<file path="config.mk">
export PLATFORM = sky130hd
export DESIGN_NAME = addsub_op_sequencer
export DESIGN_NICKNAME = d
export VERILOG_FILES = /design/src/rtl/addsub_op_sequencer.sv
export SDC_FILE = /design/constraint.sdc
export NUM_CORES = 1
export LEC_CHECK = 0
export ABC_AREA = 1
export CAP_MARGIN = 30
export CORE_MARGIN = 3
export CORE_UTILIZATION = 40
export CTS_CLUSTER_SIZE = 25
export DETAILED_ROUTE_END_ITERATION = 10
export GPL_TIMING_DRIVEN = 0
export PLACE_DENSITY = 0.76
export SLEW_MARGIN = 20
export SYNTH_ARGS = -nofsm -noshare
export SYNTH_HDL_FRONTEND = slang
export SYNTH_SLANG_ARGS = --single-unit
</file>
<file path="constraint.sdc">
create_clock -name clk -period 1.55 [get_ports clk]
set_clock_uncertainty 0.05 [all_clocks]
set_input_delay 0.2325 -clock clk [delete_from_list [all_inputs] [get_ports clk]]
set_output_delay 0.2325 -clock clk [all_outputs]
set_load 0.01 [all_outputs]
</file>
<file path="src/rtl/addsub_op_sequencer.sv">
// -----------------------------------------------------------------------------
// addsub_op_sequencer
//
// Wraps a purely combinational adder/subtractor (A, B, S -> ANSWER) in a
// clocked, flow-controlled pipeline element with three states:
//   IDLE : ready for a request. The operands are registered on acceptance.
//   EXEC : the registered operands drive the adder/subtractor for one full
//          settle cycle. ANSWER and the locally computed flags are captured
//          on the next edge.
//   DONE : the result is presented until the consumer takes it.
// With out_ready held high, one operation takes three cycles.
//
// Build option:
//   ADDSUB_SEQ_SATURATE_EN - when defined, a result that overflows is replaced
//   by the signed limit in the direction of the true result. out_ovf still
//   reports the overflow. When the macro is undefined, ANSWER is passed
//   through unchanged and the result wraps around.
//
// Ports:
//   clk, rst_n            clock (rising edge), asynchronous active-low reset
//   in_valid/in_ready     request handshake
//   in_a, in_b, in_sub    operands and mode (0 = A+B, 1 = A-B), sampled on accept
//   as_a, as_b, as_s      registered drive to the adder/subtractor
//   as_answer             combinational result returned by the adder/subtractor
//   out_valid/out_ready   result handshake
//   out_result            captured (optionally saturated) result
//   out_carry             add: carry out; sub: 1 when A >= B (no borrow)
//   out_ovf               two's-complement signed overflow
//   out_zero, out_neg     out_result == 0, out_result MSB
// -----------------------------------------------------------------------------
module addsub_op_sequencer #(
    parameter int WIDTH = 6
) (
    input  logic             clk,
    input  logic             rst_n,
    input  logic             in_valid,
    output logic             in_ready,
    input  logic [WIDTH-1:0] in_a,
    input  logic [WIDTH-1:0] in_b,
    input  logic             in_sub,
    output logic [WIDTH-1:0] as_a,
    output logic [WIDTH-1:0] as_b,
    output logic             as_s,
    input  logic [WIDTH-1:0] as_answer,
    output logic             out_valid,
    input  logic             out_ready,
    output logic [WIDTH-1:0] out_result,
    output logic             out_carry,
    output logic             out_ovf,
    output logic             out_zero,
    output logic             out_neg
);

    typedef enum logic [1:0] {
        IDLE = 2'd0,
        EXEC = 2'd1,
        DONE = 2'd2
    } state_t;

    state_t state_reg, state_next;

    logic [WIDTH-1:0] a_reg, b_reg;
    logic             sub_reg;
    logic [WIDTH-1:0] result_reg;
    logic             carry_reg, ovf_reg, zero_reg, neg_reg;

    logic             load_ops;
    logic             capture;

    // -------------------------------------------------------------------------
    // State machine
    // -------------------------------------------------------------------------
    always_ff @(posedge clk or negedge rst_n) begin
        if (!rst_n) begin
            state_reg <= IDLE;
        end else begin
            state_reg <= state_next;
        end
    end

    always_comb begin
        state_next = state_reg;
        in_ready   = 1'b0;
        out_valid  = 1'b0;
        load_ops   = 1'b0;
        capture    = 1'b0;
        case (state_reg)
            IDLE: begin
                in_ready = 1'b1;
                if (in_valid) begin
                    load_ops   = 1'b1;
                    state_next = EXEC;
                end
            end
            EXEC: begin
                // The operands have been stable on as_* for the whole cycle,
                // so ANSWER has settled by this edge.
                capture    = 1'b1;
                state_next = DONE;
            end
            DONE: begin
                out_valid = 1'b1;
                if (out_ready) begin
                    state_next = IDLE;
                end
            end
            default: begin
                state_next = IDLE;
            end
        endcase
    end

    // -------------------------------------------------------------------------
    // Flags, computed one bit wider than the datapath from the registered
    // operands. They do not depend on as_answer, so a faulty or slow external
    // block cannot corrupt carry or overflow.
    // -------------------------------------------------------------------------
    logic [WIDTH:0]   wide_sum;
    logic [WIDTH:0]   wide_diff;
    logic             carry_calc;
    logic             ovf_calc;
    logic [WIDTH-1:0] final_result;

    assign wide_sum  = {1'b0, a_reg} + {1'b0, b_reg};
    assign wide_diff = {1'b0, a_reg} - {1'b0, b_reg};

    always_comb begin
        if (sub_reg) begin
            // A borrow out of the extended subtraction means A < B.
            carry_calc = ~wide_diff[WIDTH];
            ovf_calc   = (a_reg[WIDTH-1] != b_reg[WIDTH-1]) &&
                         (wide_diff[WIDTH-1] != a_reg[WIDTH-1]);
        end else begin
            carry_calc = wide_sum[WIDTH];
            ovf_calc   = (a_reg[WIDTH-1] == b_reg[WIDTH-1]) &&
                         (wide_sum[WIDTH-1] != a_reg[WIDTH-1]);
        end
    end

`ifdef ADDSUB_SEQ_SATURATE_EN
    localparam logic [WIDTH-1:0] SAT_MAX = {1'b0, {(WIDTH-1){1'b1}}};
    localparam logic [WIDTH-1:0] SAT_MIN = {1'b1, {(WIDTH-1){1'b0}}};

    // An overflow can only occur when the true result has the same sign as A,
    // so the sign of A selects the limit.
    assign final_result = ovf_calc ? (a_reg[WIDTH-1] ? SAT_MIN : SAT_MAX)
                                   : as_answer;
`else
    assign final_result = as_answer;
`endif

    // -------------------------------------------------------------------------
    // Operand and result registers
    // -------------------------------------------------------------------------
    always_ff @(posedge clk or negedge rst_n) begin
        if (!rst_n) begin
            a_reg      <= '0;
            b_reg      <= '0;
            sub_reg    <= 1'b0;
            result_reg <= '0;
            carry_reg  <= 1'b0;
            ovf_reg    <= 1'b0;
            zero_reg   <= 1'b0;
            neg_reg    <= 1'b0;
        end else begin
            if (load_ops) begin
                a_reg   <= in_a;
                b_reg   <= in_b;
                sub_reg <= in_sub;
            end
            if (capture) begin
                result_reg <= final_result;
                carry_reg  <= carry_calc;
                ovf_reg    <= ovf_calc;
                zero_reg   <= (final_result == '0);
                neg_reg    <= final_result[WIDTH-1];
            end
        end
    end

    // The operand registers drive the adder/subtractor directly. They are
    // stable from the accepting edge until the next accept.
    assign as_a       = a_reg;
    assign as_b       = b_reg;
    assign as_s       = sub_reg;

    assign out_result = result_reg;
    assign out_carry  = carry_reg;
    assign out_ovf    = ovf_reg;
    assign out_zero   = zero_reg;
    assign out_neg    = neg_reg;

endmodule

</file>
* Word-level counts from Yosys, hierarchy flattened
Index checks and enable logic that the tools add are counted.
W data, S select, Z words.
** Word-level totals
- Output and inout bits :: 25
- Input bits :: 23
- Logic and storage cells :: 35
- Register bits after elaboration :: 25
** Operators by class
- $add $sub $neg :: 2
- Reductions and logical operators :: 5
- Eq/ne operators :: 8
- Bitwise gates (word level) :: 1
- Mux-type cells :: 10
** Operator list (count)
- $add A6 B6 Y7 :: 1
- $mux W1 :: 7
- $sub A6 B6 Y7 :: 1
- $logic_not A6 Y1 :: 1
- $pmux W2 S3 :: 1
- $mux W2 :: 2
- $ne A2 B2 Y1 const B :: 2
- $ne A1 B1 Y1 :: 3
- $eq A2 B1 Y1 const B :: 1
- $eq A2 B2 Y1 const B :: 1
- $logic_and A1 B1 Y1 :: 2
- $logic_not A2 Y1 :: 1
- $reduce_and A2 Y1 :: 1
- $eq A1 B1 Y1 :: 1
- $not A1 Y1 :: 1

* Depth between registers and ports, before layout
Gate-level depths: netlist of the first run.
- Depth in word-level cells :: 4
- Depth in mapped cells :: 12
- Mapped depth without buffers :: 12

* Worst setup path after synthesis of the first run
Ideal clock, no wire load.
- Path type :: register to register
- Start point :: register a_reg[4] (netlist: as_a[4])
- End point :: register ovf_reg (netlist: out_ovf)
- Setup slack :: 0.031 ns
- Arrival time :: 1.353 ns
- Library setup time :: 0.117 ns
- Data required time :: 1.383 ns
- Clock period less this slack :: 1.519 ns
- Cell stages (with the launch flop) :: 10
- Path buffers :: 0
- Cell sequence :: dfrtp_1 > ha_1 > nor2_1 > nand3_1 > nand3_1 > nand2_1 > nand3_2 > nand2_1 > nand2_1 > nand2_1
** On the way
- Longest elaborated chain between the ends :: 4
- Elaborated cells between the ends (all ways) :: 7
- Those cells by class :: add/sub: 2; eq/ne: 2; mux: 1; reduce/logical: 2
** Ends and longest elaborated chain
- start: declaration :: RTL line 62 : logic [WIDTH-1:0] a_reg, b_reg;
- start signal: assignment :: RTL line 167 : a_reg <= in_a;
- $add A6 B6 Y7 or $sub A6 B6 Y7 (tied branches) :: RTL line 124, 125
- $ne A1 B1 Y1, on equally long branches :: RTL line 136, 132
- $logic_and A1 B1 Y1, on equally long branches :: RTL line 135, 131
- $mux W1 (*) :: RTL line 128 : if (sub_reg) begin
- end signal: assignment :: RTL line 174 : ovf_reg <= ovf_calc;
- end: declaration :: RTL line 65 : logic carry_reg, ovf_reg, zero_reg, neg_reg;
Mark *: on every way between the ends. The rest lies on a longest branch, timed or not.
A chain may end at the register's enable or synchronous reset.

* Worst setup path in the final report of the first run
- Start point :: register b_reg[4] (netlist: as_b[4])
- End point :: register ovf_reg (netlist: out_ovf)
** On the way
- Longest elaborated chain between the ends :: 4
- Elaborated cells between the ends (all ways) :: 7
- Those cells by class :: add/sub: 2; eq/ne: 2; mux: 1; reduce/logical: 2
** Ends and longest elaborated chain
- start: declaration :: RTL line 62
- start signal: assignment :: RTL line 168 : b_reg <= in_b;
- $add A6 B6 Y7 or $sub A6 B6 Y7 (tied branches) :: RTL line 124, 125
- $ne A1 B1 Y1, on equally long branches :: RTL line 136, 132
- $logic_and A1 B1 Y1, on equally long branches :: RTL line 135, 131
- $mux W1 (*) :: RTL line 128
Marked as above.

==> results by group, run 1 <==
Final layout
  – Layout fillers: roughly 260
  – N_diodes: 0
  – Layout Nets: 268
  – Commonest cells after routing, fill and taps aside: nand2_1 (58), dfrtp_1 (23), clkdlybuf4s50_1 (23)
  – Syn-to-layout area delta: 60.5%
  – Proportion of layout cells with a drive suffix above 1: 17.5%
  – Leading cell type in the layout, fill and taps excluded: nand2_1

CTS
  – Clock buffer count from CTS: 3
  – Clock Pin Slew Worst Setup and Hold Paths: 0.13 ns
  – Hold-fix buffers, CTS: 0
  – Clock Tree Root: clkbuf_4
  – CTS tree: done
  – Clock Sinks: 24
  – H-tree depth: 1
  – Skew-Pair Late Insertion Delay: 0.32 ns
  – CTS Buffer Depth: 2

Floorplan
  – Total die area: 4010 sq um
  – Core ar.: about 3100 sq um
  – Ports: 48
  – Die Y: 63.3 um
  – Row count: 20
  – Starting density of the core: 42.4%
  – Die width: 63.3 um

Power and ir drop
  – Peak VDD IR: 0.987 mV
  – Leak Pwr: 1.20 nW
  – Pwr/cell area: 2100 nW/um^2

Worst setup path
  – Critical path launch point type: flop
  – Required @ worst endpoint: 1.73 ns
  – R2R cell count: 9
  – Largest stage delay, worst path: roughly 0.43 ns
  – Reg-to-reg startpoint: as_b[4]
  – CP max stage cell: dfrtp_1
  – RR Endpoint: out_ovf
  – Buffers & Inverters on Critical Path: 2
  – CP Capture Type: flop
  – Reg2Reg Setup Slack: -0.009 ns
  – Critical Setup Path Class: reg -> reg
  – Worst path cell trace: buf_4, buf_4, ha_1, a21oi_2, nand4_1, nand3_2, nand2_1, nand2_1, nand2_1
  – Crit path top cell by count: nand2_1
  – Family with the most delay on the worst path: flip-flops
  – Crit-path max FO: 3
  – Arr. time, crit path: around 1.7 ns

Yosys
  – Post-synth top area share: 45.7%
  – Post-Syn Area per Cell: 7.97 sq um
  – Top post-synthesis cells by area: dfrtp_1 (46%), nand2_1 (17%), ha_1 (9.5%), inv_1 (5.4%), o21ai_1 (3.8%)
  – Synthesized net count: 198
  – Cells after Synth: 165
  – Flops & latches, synth: 24
  – Synth Cell Area: 1320 sq um
  – Seq/Total Area, Yosys: 45.7%
  – Synthesis Warnings: 0
  – Yosys cell types: 21
  – Area leader, netlist: dfrtp_1

Job
  – Max Cap Viol: 0

Min path
  – Hold Path Class: in -> async

Timing
  – Final Cycle Share: 101%
  – Fin. max-slew vios: 0
  – Worst setup margin: -0.00918 ns
  – Final setup viols: 1
  – Slew @ Worst Pin: 0.682 ns
  – F_max: between 600 and 700 MHz
  – Worst relative slew slack: between 50% and 60%
  – Unrepaired setup endpoints after global routing: yes
  – Final min period: 1.56 ns
  – Fin. Hold Viols: 0
  – Setup TNS: -0.00918 ns

Global route
  – Largest net degree at the start of global routing: 16
  – GRT overflow: 0
  – Initial antenna violation count: 0
  – Vias in the first global route: around 1200
  – First-pass GRT wire length: between 5000 and 6000 um
  – GRT Total Usage: 17.2%

Placed design
  – Setup WS pre-CTS: -0.0514 ns
  – Port Buffers: 47
  – HPWL after DPL: 2520 um
  – GP Congestion: 0.850

Routing
  – Via-per-instance ratio: 4.65
  – DRC viols: 0
  – Final antenna-violating net count: 0
  – Routed WL per cell: around 13 um
  – DRT Wirelength: 3560 um
  – Iteration-0 DRC Markers: between 80 and 90
  – Pre-Repair DR Iteration Count: 4
  – Vias: 1292

Status
  – Failing checks: setup timing
  – Status: finished, violations left
==> worst max path at each step <==
stage,from,endpoint,depth (start not counted)
2_1_floorplan,as_a[4],out_ovf,9
6_report,as_b[4],out_ovf,9
3_3_place_gp,rst_n,as_b[2],1
3_5_place_dp,as_a[4],out_ovf,9
4_1_cts,as_b[2],out_ovf,11
5_1_grt,as_b[4],out_ovf,9
==> report_power, final <==
group / switching, mW / internal [mW]
sequential: 0.248 / 0.909
combinational: 1.40 / 1.42
clock: 0.191 / 0.262
==> what timing repair did <==
item	in CTS	in global routing
gates cloned	0	0
pin swaps	0	1
setup buffers	10	7
endpoints found under the hold margin	0	0
gates resized for setup	19	22
setup endpoints to repair	17	14
==> through the flow <==
stage	area, sq um	hold WS (ns)	std cells	utilization (%)	power (mW)
after floorplan	1320	-0.113	165	-	2.52
after global placement	1840	0.414	256	59.3	3.46
after detailed placement	1850	0.423	257	59.7	3.51
after CTS	1980	0.268	271	63.9	4.10
after global routing	2110	0.305	278	68.0	4.78
final	2110	0.260	278	68.0	4.43
==> Yosys cell counts, drive strengths merged <==
cell type and n:
nor2 14, o21ai 11, buf 4, ha 10, nand3 7, o21bai 1
nand4 5, nand2 60, dfrtp 24, o211ai 1, a21oi 6, o21a 1
nor3 1, inv 20
==> layout make-up <==
type	instances	area, sq um	share of cell area (%)
plain buffers	4	41.3	1.96
clock buffers	3	22.5	1.07
clock inverters	1	30.0	1.42
inverters	20	75.1	3.56
multi-input cells	117	668	31.7
flip-flops and latches	24	602	28.5
well taps	44	55.1	2.61
repair buffers	65	617	29.2
==> metal layers <==
metal	part of all wire, %	global-route usage, %	vias to the layer above	routed length (um)
li1	-	-	658	-
met1	43	22.0	592	1550
met2	53	28.8	36	1870
met3	2.9	1.43	6	104
met4	1.0	8.89	0	36
met5	0	0	-	0
==> cells by family (layout without fill, tap and decap cells) <==
logic type | after synthesis | in the layout | synth area share (%)
AO/OA/AOI/OAI | 20 | 20 | 8.47
flip-flops | 24 | 24 | 45.7
adder cells (fa/ha/maj) | 10 | 10 | 9.51
AND/OR/NAND/NOR | 87 | 87 | 27.5
buffers and inverters | 24 | 93 | 8.85
Power figures use the tool's default switching activity.
==> inputs of run 2 (changes only) <==
- CORE_UTILIZATION: 40 -> 44
- PLACE_DENSITY: 0.76 -> 0.79
- clock period: 1.55 -> 1.6 ns (I/O delays scaled with it)
==> run 2 against run 1 <==
Effect of this change:
- the flow now finishes without violations
- first-iteration DRC count is 34% lower
- register-to-register slack better by 0.08 ns
- clock power hardly changed
- sequential power is 4% lower
- critical path type is now reg -> out
- highest routed layer unchanged
==> results by group, run 2 (synthesis gave the netlist of run 1 again) <==
Worst setup path
  – R2R cell count: 10
  – CP max stage cell: clkdlybuf4s50_1
  – CP Capture Type: primary output
  – Required @ worst endpoint: 1.31 ns
  – Crit-path max FO: 3
  – Critical path launch point type: flop
  – Crit path depth: 1
  – Arr. time, crit path: approximately 1.3 ns
  – Family with the most delay on the worst path: buffers and inverters
  – Worst path cell trace: clkdlybuf4s50_1
  – Buffers & Inverters on Critical Path: 1
  – Largest stage delay, worst path: 0.54 ns
  – Critical Setup Path Class: reg -> out

Routing
  – DRT Wirelength: 3490 um
  – Routed WL per cell: 13.6 um
  – Vias: 1321
  – DRC viols: 0
  – Final antenna-violating net count: 0
  – Pre-Repair DR Iteration Count: 4
  – Via-per-instance ratio: 5.16
  – Iteration-0 DRC Markers: 55

Final layout
  – Layout fillers: 206
  – Commonest cells after routing, fill and taps aside: nand2_1 (58), clkdlybuf4s50_1 (30), dfrtp_1 (20)
  – N_diodes: 0
  – Syn-to-layout area delta: 55.4%
  – Finished Layout Cells: 256
  – Layout Nets: 259
  – Post-Route Utilization: 72.8%
  – Area of the multi-input gates: 659 sq um
  – Seq. cell area: 606 sq um
  – Proportion of layout cells with a drive suffix above 1: 15.6%
  – Leading cell type in the layout, fill and taps excluded: nand2_1

CTS
  – CTS tree: done
  – Clock Sinks: 24
  – Clock buffer count from CTS: 3
  – Clock Tree Root: clkbuf_4
  – Hold-fix buffers, CTS: 0
  – Clock Pin Slew Worst Setup and Hold Paths: 0.14 ns
  – Skew-Pair Late Insertion Delay: 0.33 ns
  – H-tree depth: 1
  – CTS Buffer Depth: 2

Power and ir drop
  – Net Sw Power: 1.73 mW
  – Pwr/cell area: 2040 nW/um^2
  – Leak Pwr: between 1 and 1.5 nW
  – Peak VDD IR: 1.12 mV
  – Clk pwr share: 10.8%
  – Power Internal: about 2.4 mW
  – Seq pwr share: about a quarter
  – Power Total: ~4.2 mW
  – Part of the power in combinational logic: 62.6%
  – Switch share: 41.6%

Floorplan
  – Starting density of the core: 46.9%
  – Row count: 19
  – Total die area: approximately 3700 sq um
  – Die Y: 60.7 um
  – Core ar.: about 2800 sq um
  – Die width: 60.7 um
  – Ports: between 40 and 50

Timing
  – Final setup viols: 0
  – Slew @ Worst Pin: 0.647 ns
  – Fin. Hold Viols: 0
  – Fin. max-slew vios: 0
  – Worst relative slew slack: 56.7%
  – Unrepaired setup endpoints after global routing: yes
  – Final Cycle Share: 96.7%
  – F_max: 646 MHz
  – Final min period: about 1.5 ns
  – Setup TNS: 0 ns

Placed design
  – HPWL after DPL: roughly 2500 um
  – Placed cells: 244
  – Port Buffers: 47
  – GP Congestion: 0.846

Job
  – Max Cap Viol: 0

Global route
  – Largest net degree at the start of global routing: 15
  – Initial antenna violation count: 0
  – Vias in the first global route: 1272
  – GRT overflow: 0
  – First-pass GRT wire length: 5490 um
  – GRT Total Usage: 19.8%

Status
  – Status: finished clean

Min path
  – Hold Path Class: in -> async
## run 2: worst paths after layout
path	startpoint	slack, ns	endpoint
worst min-delay path	rst_n	0.24	out_result[1]
max in group asynchronous	rst_n	0.74	as_a[1]
min in group clk	in_a[4]	0.38	as_a[4]
worst max-delay path	as_b[4]	0.05	as_b[4]
worst min register to register	out_ovf	0.45	out_ovf
worst max register to register	as_b[2]	0.07	out_ovf
## run 2: power groups by stage
stage	Sequential [mW]	Combinational (mW)	Clock (mW)
floorplan	1.22	1.22	0
global placement	1.11	2.20	0
detailed placement	1.13	2.26	0
CTS	1.09	2.41	0.458
global route	1.15	2.88	0.493
finish	1.11	2.61	0.452
## run 2: metrics by stage
step	setup slack [ns]	hold slack (ns)	instance area, sq um
global placement	0.0185	0.414	1820
global route	-0.0318	0.253	2040
CTS	0.00335	0.246	1940
floorplan	0.0807	-0.106	1320
finish	0.0529	0.240	2040
detailed placement	-0.0131	0.415	1840
## run 2: per-layer routing
| layer | track usage [%] | share of wire, % | vias up |
|---|---|---|---|
| li1 | - | - | 641 |
| met3 | 4.04 | 6.7 | 5 |
| met4 | 6.50 | 1.5 | 0 |
| met2 | 34.7 | 52 | 58 |
| met1 | 24.1 | 39 | 617 |
| met5 | 0 | 0 | - |
## run 2: what timing repair did
action | 4_1_cts | 5_1_grt
setup buffers | 6 | 2
pin swaps | 0 | 1
resized for setup | 7 | 25
setup endpoints to repair | 10 | 16
gates cloned | 0 | 0
## run 2: final cells by class
cell class                      count  area share [%]
Inverter                           20            3.67
Timing Repair Buffer               56            27.9
Buffer                              4            2.02
Tap cell                           31            1.90
Clock inverter                      1            1.47
Multi-Input combinational cell    117            32.3
Sequential cell                    24            29.6
Clock buffer                        3            1.10
==> inputs of run 3 (changes only) <==
- CORE_UTILIZATION: 44 -> 40
- MAX_ROUTING_LAYER: not set -> met4
- PLACE_DENSITY: 0.79 -> 0.76
- clock period: 1.6 -> 1.42 ns (I/O delays scaled with it)
==> run 3 against run 2 <==
Effect of this change:
- the run now ends with setup timing left
- hold slack improved by 0.00064 ns
- design area rose by 1.0%
- non-clock buffer count rose by 9
- critical path type is now reg -> reg
- critical endpoint is now out_ovf
==> results by group, run 3 (synthesis gave the netlist of run 1 again) <==
Floorplan
  – Die Y: 63.3 um
  – Core ar.: around 3100 sq um
  – Row count: 20
  – Total die area: 4010 sq um
  – Ports: 48
  – Die width: approximately 63 um
  – Starting density of the core: 42.4%

Global route
  – GRT Total Usage: 19.2%
  – GRT overflow: 0
  – First-pass GRT wire length: approximately 6000 um
  – Vias in the first global route: 1295
  – Initial antenna violation count: 0
  – Largest net degree at the start of global routing: 15

Routing
  – Pre-Repair DR Iteration Count: 4
  – Vias: 1302
  – Via-per-instance ratio: about 4.7
  – DRT Wirelength: 3550 um
  – Iteration-0 DRC Markers: 73
  – Routed WL per cell: 12.8 um
  – DRC viols: 0
  – Final antenna-violating net count: 0

Final layout
  – Syn-to-layout area delta: 57.0%
  – Final instance area: 2060 sq um
  – Leading cell type in the layout, fill and taps excluded: nand2_1
  – Proportion of layout cells with a drive suffix above 1: 25.2%
  – Layout Nets: 268
  – Commonest cells after routing, fill and taps aside: nand2_1 (57), clkdlybuf4s50_1 (22), dfrtp_1 (19)
  – N_diodes: 0

Worst setup path
  – Required @ worst endpoint: 1.59 ns
  – Reg2Reg Setup Slack: -0.08 ns
  – Critical path launch point type: flop
  – RR Endpoint: out_ovf
  – Arr. time, crit path: 1.66 ns
  – CP Capture Type: flop
  – Reg-to-reg startpoint: as_b[4]
  – Critical Setup Path Class: reg -> reg
  – Crit-path max FO: 7
  – R2R cell count: 11

Timing
  – F_max: 669 MHz
  – Final setup viols: 2
  – Unrepaired setup endpoints after global routing: yes
  – Setup TNS: -0.0946 ns
  – Fin. Hold Viols: 0
  – Worst relative slew slack: 55.7%
  – Slew @ Worst Pin: 0.662 ns
  – Fin. max-slew vios: 0
  – Final min period: roughly 1.5 ns
  – Worst setup margin: -0.0755 ns
  – Final Cycle Share: 105%

Status
  – Failing checks: setup timing
  – Status: finished, violations left

Placed design
  – Port Buffers: 47
  – Post-placement cell area: 1920 sq um
  – GP Congestion: slightly above 0.8
  – HPWL after DPL: 2720 um

Power and ir drop
  – Pwr/cell area: 2310 nW/um^2
  – Net Sw Power: between 2 and 2.5 mW
  – Clk pwr share: 7.5%
  – Leak Pwr: around 1.1 nW
  – Part of the power in combinational logic: 65.9%
  – Power Internal: 2.72 mW
  – Peak VDD IR: between 1 and 1.5 mV
  – Seq pwr share: a little over a quarter
  – Switch share: 43.1%

CTS
  – Clock buffer count from CTS: 3
  – CTS tree: done
  – CTS Buffer Depth: 2
  – Clock Pin Slew Worst Setup and Hold Paths: 0.13 ns
  – Clock Tree Root: clkbuf_4
  – Skew-Pair Late Insertion Delay: 0.31 ns
  – Clock Sinks: 24
  – Hold-fix buffers, CTS: 0
  – H-tree depth: 1

Min path
  – Hold Path Class: in -> async

Job
  – Max Cap Viol: 0
run 3: changes by cell type in the layout (fill, tap and decap cells not counted), sizes merged:
| cell | delta |
|---|---|
| buf | +12 |
| bufinv | -1 |
| clkbuf | +5 |
| clkdlybuf4s15 | +2 |
| clkdlybuf4s50 | -8 |
| dlygate4sd2 | +11 |
| dlymetal6s2s | -12 |
run 3: how the worst max path moves through the flow:
stage             from      end  cells past startpoint
2_1_floorplan  as_b[2]  out_ovf                     11
3_3_place_gp     rst_n  as_a[4]                      1
3_5_place_dp   as_a[3]  out_ovf                     10
4_1_cts        as_b[4]  out_ovf                     11
5_1_grt        as_b[4]  out_ovf                     11
6_report       as_b[4]  out_ovf                     11
run 3: routing by layer:
metal | vias up | GRT usage [%] | wire length [um]
met2 | 22 | 33.2 | 1880
met1 | 617 | 24.0 | 1570
met4 | 0 | 5.93 | 31
met3 | 4 | 1.43 | 69
met5 | - | - | 0
li1 | 659 | - | -
run 3: layout make-up:
class | instances | area [sq um]
Inverter | 20 | 75.1
Sequential cell | 24 | 607
Clock buffer | 4 | 36.3
Timing Repair Buffer | 65 | 572
Tap cell | 44 | 55.1
Fill cell | 266 | 1040
Buffer | 4 | 41.3
Multi-Input combinational cell | 117 | 678
run 3: metrics by stage:
| step | instances | util, % | total power, mW | worst slack [ns] | hold WS (ns) |
|---|---|---|---|---|---|
| finish | 278 | 66.5 | 4.78 | -0.0755 | 0.241 |
| floorplan | 165 | - | 2.97 | -0.00277 | -0.133 |
| detailed placement | 257 | 61.9 | 4.11 | -0.104 | 0.418 |
| global placement | 256 | 61.4 | 4.01 | -0.199 | 0.414 |
| global route | 278 | 66.5 | 5.17 | -0.156 | 0.263 |
| CTS | 276 | 66.5 | 4.69 | -0.0580 | 0.248 |
run 3: timing repair:
item                                    CTS  global route
cloned                                    0             0
endpoints found under the hold margin     0             0
buffers inserted                         15             2
endpoints found under the setup margin   27             9
pin swaps                                 9             6
gates resized for setup                  42            15
run 3: worst max-delay path: stages (launching register included):
cell and delay (ns):
dfrtp_1 0.41, inv_2 0.06, ha_4 0.32, nand2_2 0.07, nor2_1 0.08, nand2_1 0.08
nand3_1 0.07, nand2_1 0.05, nand3_1 0.06, nand2_1 0.06, nand2_1 0.05, nand2_1 0.05
run 3: power groups by stage:
stage	logic, mW	registers (mW)	clock network [mW]
3_5_place_dp	2.77	1.34	0
4_1_cts	3.07	1.25	0.367
5_1_grt	3.45	1.32	0.404
3_3_place_gp	2.70	1.31	0
2_1_floorplan	1.56	1.41	0
6_report	3.15	1.27	0.356
==> RTL edit 1: new RTL, config.mk and constraints of run 3 <==
Build with the macro `ADDSUB_SEQ_SATURATE_EN` defined.
--- a/src/rtl/addsub_op_sequencer.sv
+++ b/src/rtl/addsub_op_sequencer.sv
@@ -28,6 +28,8 @@
 //   out_ovf               two's-complement signed overflow
 //   out_zero, out_neg     out_result == 0, out_result MSB
 // -----------------------------------------------------------------------------
+`define ADDSUB_SEQ_SATURATE_EN
+
 module addsub_op_sequencer #(
     parameter int WIDTH = 6
 ) (
Check against the original RTL: not equivalent (a bounded check fails within 4 cycles, from zero or initial values and one cycle with rst_n low).
==> RTL edit 1 against run 3 <==
- the flow still finishes with violations (setup timing)
- final area up 5.8%
- sequential cell count unchanged
- die area up 1.0%
- area after synthesis up 1.1%
- largest cell class unchanged
- total power up 17%
- worst setup slack worse by 440 ps
- routed wire length up 11%
==> RTL edit 1: results (changes against run 3) <==
* Area growth from synthesis to final layout at 64.2%
* Final setup viols at 9 (+7)
* Share of cells above drive strength 1 at 33.5% (+8.3 points)
* Buffers outside the clock class at 74 (+7.2%)
* Post-detailed-placement half-perimeter wirelength at 2490 um (-8.3%)
* Number of nets produced by synthesis at 191 (-3.5%)
* M2 GR Usage at 34.3% (+1.0 points)
* Clock buf/inv share at 2.41% (+0.65 points)
* End of the worst register-to-register path: out_zero
* Final instance area at 2180 um^2 (+5.8%)
* 1st-iter DRT viols at 80 (+9.6%)
* Number of cells in the design after placement at 250 (-2.7%)
* NonClk Buf Share at 29.1% (-0.59 points)
* Crit Reg-Reg Startpoint: as_a[3]
* Number of fill cells at 252 (-5.3%)
* Number of global-route vias before repair at 1,332 (+2.9%)
* Total Routing Usage GR at 19.3% (+0.058 points)
* Arrival time reported for the critical path endpoint at 2150 ps (+490 ps)
* Violated checks: setup timing
* Buffers inserted during post-CTS setup optimization at 17 (+2)
* Number of nets in the final layout at 267 (-0.37%)
* Number of buffers created by CTS at 3 (unchanged)
* RePlAce Congestion at 0.859 (+4.9%)
* Run status: finished with violations
* Multi-input gate share of total cell area at 34.6% (+1.7 points)
* Post-route setup slack at -512 ps (-437 ps)
* Slowest cell delay on critical path at 470 ps (+60 ps)
* Compound-Gate Fraction of Synth Area at 8.94% (+0.47 points)
* WL per Instance at 14.2 um (+11%)
* Share of synthesized cell area in full adder, half adder and majority cells at 9.41% (-0.11 points)
* Worst hold path class: in -> async
* Leakage power at 1.09 nW (+2.3%)
* Part of the Yosys area used for sequential elements at 45.2% (-0.52 points)
* Cell types with the largest area share after synthesis: sky130_fd_sc_hd__dfrtp_1, sky130_fd_sc_hd__nand2_1, sky130_fd_sc_hd__ha_1
* Count of multi-input gates at 113 (-3.4%)
* Total negative slack for setup checks at -4030 ps (-3930 ps)
* Number of different library cells in the post-synthesis netlist at 23 (+9.5%)
* Pin slew with the least headroom to its limit at 576 ps (-85.6 ps)
* Gate count after technology mapping at 158 (-4.2%)
* Number of cells traversed by the worst register-to-register path at 13 (+2)
* Met3 routing resource usage after global routing at 2.50% (+1.1 points)
* Total vias in the final route at 1,362 (+4.6%)
* Seq area share at 27.7% (-1.7 points)
* Routed wire length at 3920 um (+11%)
* Synthesis warning total at 0 (unchanged)
* Post-detailed-placement cell area at 1910 um^2 (-0.65%)
* Met1 layer usage reported by global route at 22.1% (-1.9 points)
* Ranking of synthesized cells by instance count: sky130_fd_sc_hd__nand2_1, sky130_fd_sc_hd__dfrtp_1, sky130_fd_sc_hd__nor2_1
* Number of gates resized after cts at 47 (+12%)
RTL edit 1: worst max-delay path, delay by kind of cell (launching register included):
family | cells | cell delay, ps
adders and majority gates | 1 | 320
and+or+nand+nor | 12 | 1030
DFF | 1 | 470
RTL edit 1: power breakdown:
| part | internal (mW) | switching [mW] |
|---|---|---|
| clock network | 0.286 | 0.219 |
| registers | 1.01 | 0.250 |
| logic | 1.78 | 2.02 |
| total | 3.08 | 2.49 |
RTL edit 1: metrics by stage:
stage | hold slack [ps] | setup slack [ps] | power [mW]
finish | 185 | -512 | 5.57
global route | 231 | -596 | 5.93
CTS | 200 | -429 | 5.03
detailed placement | 417 | -455 | 4.18
global placement | 421 | -409 | 4.05
floorplan | -133 | -321 | 3.05
RTL edit 1: metal layers:
metal / vias to the layer above / part of all wire, %
met2: 48 / 53
met4: 0 / 1.6
met3: 6 / 5.1
met5: - / 0
met1: 647 / 40
li1: 661 / -
==> RTL edit 2: new RTL, config.mk and constraints of run 3 <==
Made on the original files. Encoding of `state_t`: now one-hot (3 bits for 3 states).
--- a/src/rtl/addsub_op_sequencer.sv
+++ b/src/rtl/addsub_op_sequencer.sv
@@ -51,10 +51,10 @@
     output logic             out_neg
 );
 
-    typedef enum logic [1:0] {
-        IDLE = 2'd0,
-        EXEC = 2'd1,
-        DONE = 2'd2
+    typedef enum logic [2:0] {
+        IDLE = 3'b001,
+        EXEC = 3'b010,
+        DONE = 3'b100
     } state_t;
 
     state_t state_reg, state_next;
Behaviour: no difference found for any inputs over 10 cycles, from zero or initial values and one cycle with rst_n low; not proved beyond that.
==> RTL edit 2 against run 3 <==
- the run still ends with setup timing left
- sequential cell count rose by 1
- highest routed layer unchanged
- synthesized cell count rose by 4.8%
- clock power shrank 5.9%
- worst setup slack got worse by 38 ps
- routed wire length grew 7.4%
- via count rose by 6.3%
- sequential power increased by 7%
- total power grew 12%
- final area grew 12%
- sequential share of layout area is 2.0 points lower
- area after synthesis increased by 6.1%
- fmax down 2.5%
==> RTL edit 2: results (changes against run 3) <==
* Slew margin rel. at 62.4% (+6.6 points)
* Met3 routing resource usage after global routing at 2.95% (+1.5 points)
* Insertion delay of the later-clocked pin in the worst-skew pair at 330 ps (+20 ps)
* 1st-iter DRT viols at 53 (-27%)
* Cell types with the largest area share after synthesis: sky130_fd_sc_hd__dfrtp_1, sky130_fd_sc_hd__nand2_1, sky130_fd_sc_hd__ha_1
* Total Routing Usage GR at 19.9% (+0.67 points)
* RePlAce Congestion at 0.925 (+13%)
* Routed wire length at 3810 um (+7.4%)
* Share of cells above drive strength 1 at 31.7% (+6.5 points)
* Number of nets produced by synthesis at 206 (+4.0%)
* Violated checks: setup timing
* VDD IR-drop max at 0.00136 V (+28%)
* Arrival time reported for the critical path endpoint at 1720 ps (+60 ps)
* Part of the Yosys area used for sequential elements at 44.9% (-0.74 points)
* Number of nets in the final layout at 277 (+3.4%)
* Gate count after technology mapping at 173 (+4.8%)
* Met1 layer usage reported by global route at 24.3% (+0.34 points)
* Largest net degree at the start of global routing at 16 (+1)
* Final non-filler cell total at 287 (+3.2%)
* First-pass GRT wire length at 6290 um (+4.2%)
* Number of different library cells in the post-synthesis netlist at 22 (+4.8%)
* Achievable frequency at 652 MHz (-2.5%)
* Run status: finished with violations
* Slowest cell delay on critical path at 470 ps (+60 ps)
* Ranking of synthesized cells by instance count: sky130_fd_sc_hd__nand2_1, sky130_fd_sc_hd__dfrtp_1, sky130_fd_sc_hd__inv_1
* Post-route setup slack at -113 ps (-37.9 ps)
* Crit Path Max Fanout at 6 (-1)
* Number of global-route vias before repair at 1,386 (+7.0%)
* Total negative slack for setup checks at -268 ps (-174 ps)
* Post-detailed-placement cell area at 1990 um^2 (+3.5%)
* Number of cells in the design after placement at 265 (+3.1%)
* Cell with the biggest individual delay on the critical path: sky130_fd_sc_hd__dfrtp_2
* Worst hold path class: in -> async
* M2 GR Usage at 33.5% (+0.21 points)
* Dpl ws at -198 ps (-94.5 ps)
* Top flip-flop cell by instance count after synthesis: sky130_fd_sc_hd__dfrtp_1
* Final setup viols at 10 (+8)
* Post-detailed-placement half-perimeter wirelength at 2550 um (-6.2%)
[RTL edit 2: changes by cell type in the layout (fill, tap and decap cells not counted), sizes merged, moves of 2 or more]
cell	before	now
clkbuf	8	4
clkdlybuf4s15	3	0
dlygate4sd2	15	21
nand2	60	66
nand3	7	9
nor2	14	12
[RTL edit 2: final timing paths]
kind,start,to,slack (ps),cells after the start
max in group asynchronous,rst_n,as_a[4],650,2
min in group clk,in_a[4],as_a[4],350,3
min reg2reg,out_result[1],out_result[1],430,2
max reg2reg,as_a[3],out_ovf,-110,10
min,rst_n,as_b[0],170,1
max,as_a[3],out_ovf,-110,10
[RTL edit 2: cell families after synthesis]
kind of cell,count (synthesis),share of synthesized area [%]
flops,25,44.9
buf+inv,25,8.97
fa+ha+maj,10,8.97
compound gates,20,8.52
simple gates,93,28.6
[RTL edit 2: what timing repair did]
item / 4_1_cts / 5_1_grt
endpoints found under the setup margin: 30 / 26
setup buffers: 16 / 4
pin swaps: 4 / 12
resized for setup: 47 / 41
cloned: 2 / 0
[RTL edit 2: cell type report]
| class | count | area [um^2] |
|---|---|---|
| flip-flops and latches | 25 | 632 |
| multi-input cells | 123 | 806 |
| inverters | 21 | 91.3 |
| clock inverters | 1 | 7.51 |
| clock buffers | 3 | 22.5 |
| fillers | 264 | 873 |
| plain buffers | 4 | 48.8 |
| repair buffers | 66 | 642 |
| well taps | 44 | 55.1 |
[RTL edit 2: metal layers]
metal	wire length, um	share of wire (%)
met1	1640	43
met2	1930	51
met3	181	4.8
met4	53	1.4
met5	0	0
[RTL edit 2: where the power goes]
group / internal, mW / switching [mW] / total (mW)
combinational: 1.84 / 1.84 / 3.68
clock: 0.108 / 0.227 / 0.335
sequential: 1.07 / 0.288 / 1.36
